$ cat src/rtl/mdu_seq.sv
// Iterative MIPS multiply/divide sequencer owning the HI/LO registers.
// Define MDU_DIV_EN to build the restoring divider for DIV/DIVU.
module mdu_seq #(
  parameter int WIDTH = 32
) (
  input  logic             clk,
  input  logic             rst,
  input  logic             start,
  input  logic [2:0]       op,
  input  logic [WIDTH-1:0] a,
  input  logic [WIDTH-1:0] b,
  input  logic             flush,
  output logic             busy,
  output logic             done,
  output logic [WIDTH-1:0] hi,
  output logic [WIDTH-1:0] lo
);

  localparam int CW = $clog2(WIDTH);
  localparam logic [CW-1:0] LAST = CW'(WIDTH - 1);

  localparam logic [2:0] OP_MULT  = 3'd0;
  localparam logic [2:0] OP_MULTU = 3'd1;
  localparam logic [2:0] OP_MTHI  = 3'd4;
  localparam logic [2:0] OP_MTLO  = 3'd5;

  typedef enum logic {IDLE, CALC} state_t;

  state_t               state, state_nxt;
  logic [CW-1:0]        cnt;
  logic [WIDTH-1:0]     bm;
  logic [2*WIDTH-1:0]   p, p_nxt, prod;
  logic [WIDTH:0]       mul_sum;
  logic [WIDTH-1:0]     res_hi, res_lo;
  logic [WIDTH-1:0]     mag_a, mag_b;
  logic                 neg;
  logic                 idle_req, md_op, sgn_op, accept, last;

`ifdef MDU_DIV_EN
  logic                 is_div, neg_r;
  logic [WIDTH-1:0]     al, q, r;
  logic [WIDTH:0]       div_t, div_d;
`endif

  assign idle_req = (state == IDLE) && start && !flush;
  assign sgn_op   = !op[2] && !op[0];
`ifdef MDU_DIV_EN
  assign md_op    = !op[2];
`else
  assign md_op    = (op == OP_MULT) || (op == OP_MULTU);
`endif
  assign accept   = idle_req && md_op;
  assign last     = (state == CALC) && !flush && (cnt == LAST);
  assign mag_a    = (sgn_op && a[WIDTH-1]) ? -a : a;
  assign mag_b    = (sgn_op && b[WIDTH-1]) ? -b : b;
  assign busy     = (state == CALC);

  always_ff @(posedge clk) begin
    if (rst) state <= IDLE;
    else     state <= state_nxt;
  end

  always_comb begin
    state_nxt = state;
    case (state)
      IDLE: if (accept) state_nxt = CALC;
      CALC: if (flush || cnt == LAST) state_nxt = IDLE;
      default: state_nxt = IDLE;
    endcase
  end

  // p holds {accumulator/remainder, multiplier/dividend-quotient}
  always_comb begin
    mul_sum = {1'b0, p[2*WIDTH-1:WIDTH]} + (p[0] ? {1'b0, bm} : '0);
    p_nxt   = {mul_sum, p[WIDTH-1:1]};
`ifdef MDU_DIV_EN
    div_t = {p[2*WIDTH-1:WIDTH], p[WIDTH-1]};
    div_d = div_t - {1'b0, bm};
    if (is_div) begin
      if (div_d[WIDTH])
        p_nxt = {div_t[WIDTH-1:0], p[WIDTH-2:0], 1'b0};
      else
        p_nxt = {div_d[WIDTH-1:0], p[WIDTH-2:0], 1'b1};
    end
`endif
    prod   = neg ? -p_nxt : p_nxt;
    res_hi = prod[2*WIDTH-1:WIDTH];
    res_lo = prod[WIDTH-1:0];
`ifdef MDU_DIV_EN
    q = p_nxt[WIDTH-1:0];
    r = p_nxt[2*WIDTH-1:WIDTH];
    if (is_div) begin
      res_lo = neg   ? -q : q;
      res_hi = neg_r ? -r : r;
      if (bm == '0) begin
        res_hi = al;
        res_lo = '1;
      end
    end
`endif
  end

  always_ff @(posedge clk) begin
    if (rst) begin
      p      <= '0;
      bm     <= '0;
      cnt    <= '0;
      neg    <= 1'b0;
      hi     <= '0;
      lo     <= '0;
      done   <= 1'b0;
`ifdef MDU_DIV_EN
      is_div <= 1'b0;
      neg_r  <= 1'b0;
      al     <= '0;
`endif
    end else begin
      done <= last;
      if (accept) begin
        p      <= {{WIDTH{1'b0}}, mag_a};
        bm     <= mag_b;
        cnt    <= '0;
        neg    <= sgn_op && (a[WIDTH-1] ^ b[WIDTH-1]);
`ifdef MDU_DIV_EN
        is_div <= op[1];
        neg_r  <= sgn_op && a[WIDTH-1];
        al     <= a;
`endif
      end else if (state == CALC) begin
        p   <= p_nxt;
        cnt <= cnt + 1'b1;
      end
      if (last) begin
        hi <= res_hi;
        lo <= res_lo;
      end else if (idle_req && op == OP_MTHI) begin
        hi <= a;
      end else if (idle_req && op == OP_MTLO) begin
        lo <= a;
      end
    end
  end

endmodule
$ cat config.mk
export PLATFORM = sky130hd
export DESIGN_NAME = mdu_seq
export DESIGN_NICKNAME = d
export VERILOG_FILES = /design/src/rtl/mdu_seq.sv
export SDC_FILE = /design/constraint.sdc
export NUM_CORES = 1
export LEC_CHECK = 0
export ABC_CLOCK_PERIOD_IN_PS = 5600
export CELL_PAD_IN_SITES_DETAIL_PLACEMENT = 1
export CELL_PAD_IN_SITES_GLOBAL_PLACEMENT = 2
export CORE_MARGIN = 4
export CORE_UTILIZATION = 34
export CTS_CLUSTER_DIAMETER = 60
export CTS_CLUSTER_SIZE = 16
export DETAILED_ROUTE_END_ITERATION = 7
export GPL_TIMING_DRIVEN = 0
export PLACE_DENSITY = 0.9
export RECOVER_POWER = 25
export SETUP_SLACK_MARGIN = 0.2
export SLEW_MARGIN = 20
export SYNTH_ARGS = -nofsm -noshare
export SYNTH_HDL_FRONTEND = slang
export SYNTH_SLANG_ARGS = --single-unit
$ cat constraint.sdc
create_clock -name clk -period 5.6 [get_ports clk]
set_clock_uncertainty 0.2 [all_clocks]
set_input_delay 0.84 -clock clk [delete_from_list [all_inputs] [get_ports clk]]
set_output_delay 0.84 -clock clk [all_outputs]
set_load 0.02 [all_outputs]
# Word level (Yosys, flattened, before mapping)
# Index checks and enable logic that the tools add are counted.
[totals] reg_bits=168 out_inout_bits=66 elab_cells=57
[classes] addsub=5 eq_ne=5 muxes=14 bitwise=2 n_reduce_logical=22
[op_table] operator="$mux W32" count=10
[op_table] operator="$mux W64" count=1
[op_table] operator="$neg A32 Y32" count=2
[op_table] operator="$neg A64 Y64" count=1
[op_table] operator="$add A32 B32 Y33" count=1
[op_table] operator="$logic_and A1 B1 Y1" count=11
[op_table] operator="$eq A3 B3 Y1 const B" count=2
[op_table] operator="$reduce_bool A2 Y1" count=3
[op_table] operator="$add A5 B1 Y5 const B" count=1
[op_table] operator="$eq A5 B5 Y1 const B" count=1
[op_table] operator="$eq A3 B1 Y1 const B" count=1
[op_table] operator="$logic_not A1 Y1" count=3
[op_table] operator="$logic_not A3 Y1" count=1
[op_table] operator="$logic_or A1 B1 Y1" count=2
[op_table] operator="$mux W1" count=2
[op_table] operator="$ne A2 B2 Y1 const B" count=1
[op_table] operator="$pmux W1 S2" count=1
[op_table] operator="$reduce_and A2 Y1" count=1
[op_table] operator="$reduce_or A2 Y1" count=1
[op_table] operator="$not A1 Y1" count=1
[op_table] operator="$xor A1 B1 Y1" count=1

# Logic depth before layout (Yosys ltp)
[logic_depth] depth_word=7 depth_mapped=15 mapped_depth_nobuf=14

# Worst setup path after synthesis
# OpenSTA, ideal clock, no wires.
[synth_timing] path_kind="reg2reg" startpoint="register p[0]" endpoint="register hi[30]" setup_time_ns=0.127 t_arrival_ns=3.850 required_time_ns=5.273 slack_ns=1.422 stages_incl_launch_ff=15 period_less_slack_ns=4.178 cell_sequence="dfxtp_1 clkbuf_1 and2_1 ha_1 clkbuf_1 a21oi_1 o211ai_1 a31o_2 o31ai_1 mux2i_1 nand2_1 or4_4 or2_4 o31a_1 or3b_1"
[synth_via] elab_chain_len=5
[synth_lines] item="start, declared" line="32" source="logic [2*WIDTH-1:0] p, p_nxt, prod;"
[synth_lines] item="start signal, assigned" line="120" source="p <= {{WIDTH{1'b0}}, mag_a};"
[synth_lines] item="start signal, assigned" line="130" source="p <= p_nxt;"
[synth_lines] item="$mux W32 (*)" line="74" source="mul_sum = {1'b0, p[2*WIDTH-1:WIDTH]} + (p[0] ? {1'b0, bm} : '0);"
[synth_lines] item="$add A32 B32 Y33 (*)" line="74"
[synth_lines] item="$neg A64 Y64" line="86" source="prod = neg ? -p_nxt : p_nxt;"
[synth_lines] item="$mux W64 (*)" line="86"
[synth_lines] item="$mux W32 (*)" line="133" source="if (last) begin"
[synth_lines] item="end signal, assigned" line="134" source="hi <= res_hi;"
[synth_lines] item="end, declared" line="15" source="output logic [WIDTH-1:0] hi,"
# Mark *: on every way between the ends. The rest lies on a longest branch, timed or not.
# A chain may end at the register's enable or synchronous reset.

# Worst setup path after layout
# Ends and elaborated chain as after synthesis.

==> metrics.md <==
| Metric | Value |
|---|---|
| Most common flop cell mapped by yosys | dfxtp_1 |
| DR DRC count | 0 |
| Drt first pass iters | 5 |
| FMAX | a little under 200 MHz |
| Area of the multi-input gates | 8005 µm² |
| Async SR Flop Fraction | 0% |
| Synth Area per Inst | between 8 and 9 µm² |
| Largest net degree at the start of global routing | 17 |
| Antenna violations before repair | 1 |
| Max Cap Violations | 0 |
| Register area share after synthesis | between 20% and 30% |
| Post-Syn Area | approximately 12000 µm² |
| Hold buffers post-CTS | 0 |
| Comb power frac | 13.5% |
| Switching pwr | around 0.00085 W |
| Commonest non-fill, non-tap cells in the layout | nor2_1, dfxtp_1, a211oi_1 |
| Share of cells above drive strength 1 | 4.640% |
| TritonCTS clock tree | built |
| CTS root buf | clkbuf_16 |
| Port buffer count | 134 |
| NumNets Final | 1734 |
| Min Tclk post-route | between 5 and 6 ns |
| WP data required | approximately 5.7 ns |
| Final setup vio count | 0 |
| RePlAce Congestion | between 0.9 and 1 |
| Yosys reg bits | 168 |
| Leakage power | 5.771 nW |
| Setup_tns | 0 ns |
| Avg WL per Cell | roughly 22 µm |
| Max VDD drop | ~190 µV |
| CTS buffer count | 17 |
| First-pass GRT wire length | between 70000 and 80000 µm |
| GRT Util Overall | 23.97% |
| Pins Over Slew Limit | 0 |
| Clock Latency Late Sink | 0.46 ns |
| Sw frac | 28.39% |
| Unrepaired setup endpoints after global routing | no |
| EDFF count, synth | 0 |
| Via/cell ratio | between 5 and 6 |
| CP arrival | roughly 5.2 ns |
| PostCTS Resize Cnt | 0 |
| Area growth syn-to-layout | 21.70% |
| Ys Warns | 0 |
| CP max FO | 10 |
| Detailed Place HPWL | ~37000 µm |
| Final WL | around 47000 µm |
| Synth unique cells | 84 |
| Sequential share of power | a little over two fifths |
| Post-DRT Antenna Nets | 0 |
| Status | finished, final reports clean |
| CP startpoint kind | flop |
| Kind of critical path | flop to flop |
| Iter 0 DRT Violations | about 830 |
| P_int | 0.002133 W |
| Final worst-path cycle share | about nine tenths |
| Syn nets | 1581 |
| GRT overflow | 0 |
| Post-Place Setup Slack | ~0.44 ns |
| Cell Pwr Density | a little over 200 nW/µm² |
| Setup ws final | between 0.5 and 0.6 ns |
| Worst Tran Pin Value | 1.137 ns |
| Gate Count Post-Synth | roughly 1500 |
| Clock slew at reported path FFs | approximately 0.080 ns |
| Htree depth | 4 |
| Most common cell after layout, fill and taps aside | nor2_1 |
| Slew HR | 23.51% |
| Core Region | between 30000 and 40000 µm² |
| Initial Utilization | between 30% and 40% |
| TritonCTS Sinks | 168 |
| # IOs | 137 |
| Hold Violations, Final | 0 |
| Num rows | 67 |
| Vias in the first global route | approximately 12000 |
| Clock buffer depth | 2 |
| Seq. cell area | about 3400 µm² |
| Worst Hold Class | flop to flop |
| Total power | 0.002979 W |
| Post-CTS Setup Inserts | 0 |
| Clock power share | 44.8% |
| Die ar. | 37780 µm² |
| Vias | between 10000 and 15000 |
| DIE WIDTH | between 150 and 200 µm |
| Fillers | approximately 4100 |
| Worst Setup End Kind | flop |
| Die Y | just under 200 µm |
[cells by family (layout without fill, tap and decap cells)]
kind of cell    Yosys count  count (layout)  share of synthesized area, %
other cells               0               1                             0
fa+ha+maj                38              38                         4.089
compound gates          391             391                         23.03
buf+inv                 121             287                         3.941
flops                   168             168                         28.48
xor+xnor                135             135                         10.01
mux                     108             108                         9.196
simple gates            511             511                         21.25
[per-layer routing]
layer	wire length [µm]	GRT usage [%]
met1	21660	33.28
met2	21340	39.32
met3	2574	2.961
met4	969	6.875
met5	0	0
[synthesized netlist by cell type, types with 4 or more instances]
| cell type | number | share of area (%) |
|---|---|---|
| clkbuf_1 | 81 | 2.6 |
| dfxtp_1 | 168 | 28 |
| a21oi_1 | 82 | 3.5 |
| ha_1 | 37 | 3.9 |
| a211oi_1 | 114 | 7.2 |
| inv_1 | 23 | 0.73 |
| nand3_1 | 24 | 1.0 |
| o211ai_1 | 4 | 0.25 |
| nor2_1 | 222 | 7.1 |
| xnor2_1 | 73 | 5.4 |
| nor3_1 | 24 | 1.0 |
| a311oi_1 | 6 | 0.44 |
| nor2b_1 | 6 | 0.32 |
| mux2i_1 | 104 | 8.8 |
| a31oi_1 | 7 | 0.37 |
| a31o_2 | 4 | 0.30 |
| and3_1 | 11 | 0.58 |
| o22ai_1 | 4 | 0.21 |
| o211a_1 | 4 | 0.34 |
| or2_2 | 5 | 0.26 |
| nand2_1 | 76 | 2.4 |
| nand2b_1 | 14 | 0.74 |
| buf_2 | 6 | 0.25 |
| xor2_1 | 62 | 4.6 |
| or4_1 | 14 | 0.89 |
| buf_1 | 10 | 0.32 |
| o21ai_0 | 46 | 1.9 |
| and4_1 | 5 | 0.37 |
| o41ai_1 | 16 | 1.2 |
| o21ai_1 | 7 | 0.30 |
| o21a_1 | 8 | 0.51 |
| o31ai_1 | 28 | 1.8 |
| a21o_1 | 21 | 1.3 |
| and2_1 | 44 | 2.3 |
| nor4_1 | 14 | 0.74 |
| mux2_2 | 4 | 0.38 |
| or3_1 | 17 | 0.90 |
| nand4_1 | 11 | 0.58 |
[cell type report]
cell class,instances,share of cell area (%)
clock inverter,13,1.332
clock buffer,19,3.082
buffer,98,2.638
timing repair buffer,134,9.332
sequential,168,23.40
tap,448,3.900
multi-input combinational,1183,55.70
antenna,1,0.01741
inverter,23,0.6007
[sequential cells by signal (all words and copies together) (netlist names)]
| register | count |
|---|---|
| busy | 1 |
| done | 1 |
| hi | 32 |
| lo | 32 |
| neg | 1 |
| bm | 32 |
| cnt | 5 |
| p | 64 |
[metrics by stage]
stage | hold WS (ns) | instances | util (%) | cell area [µm²]
6_report | 0.2648 | 2087 | 42.44 | 14370
5_1_grt | 0.2710 | 2086 | 42.43 | 14370
4_1_cts | 0.2640 | 2086 | 42.36 | 14350
3_5_place_dp | 0.2561 | 2054 | 40.49 | 13710
3_3_place_gp | 0.2407 | 2054 | 40.49 | 13710
2_1_floorplan | 0.2317 | 1472 | - | 11810
[worst max-delay path: stages, from the launching register on]
cell and delay (ns):
dfxtp_1 0.55, clkbuf_1 0.36, and2_1 0.30, ha_1 0.21
inv_1 0.06, fa_1 0.42, nor2b_1 0.18, o211ai_2 0.20
a21o_1 0.28, a211oi_2 0.32, o21ai_0 0.23, a2111oi_4 0.44
nand3_1 0.24, or2_4 0.33, o31a_1 0.29, or3b_1 0.35
[power groups by stage]
stage	Clock [W]	Combinational, W	Sequential (W)
after detailed placement	0	0.000396	0.00127
after global routing	0.00139	0.000433	0.00124
final	0.00134	0.000403	0.00124
after global placement	0	0.000389	0.00127
after CTS	0.00135	0.000399	0.00124
after floorplan	0	0.000209	0.00127
[worst paths after layout]
kind	startpoint	end	slack, ns	cells after the start
worst min-delay path	bm[31]$_SDFFE_PP0P_	bm[31]$_SDFFE_PP0P_	0.26	2
worst min register to register	bm[31]$_SDFFE_PP0P_	bm[31]$_SDFFE_PP0P_	0.26	2
worst max-delay path	p[0]$_SDFFE_PP0P_	hi[30]$_SDFFE_PP0P_	0.52	15
worst max register to register	p[0]$_SDFFE_PP0P_	hi[30]$_SDFFE_PP0P_	0.52	15
(Power assumes the default switching activity.)
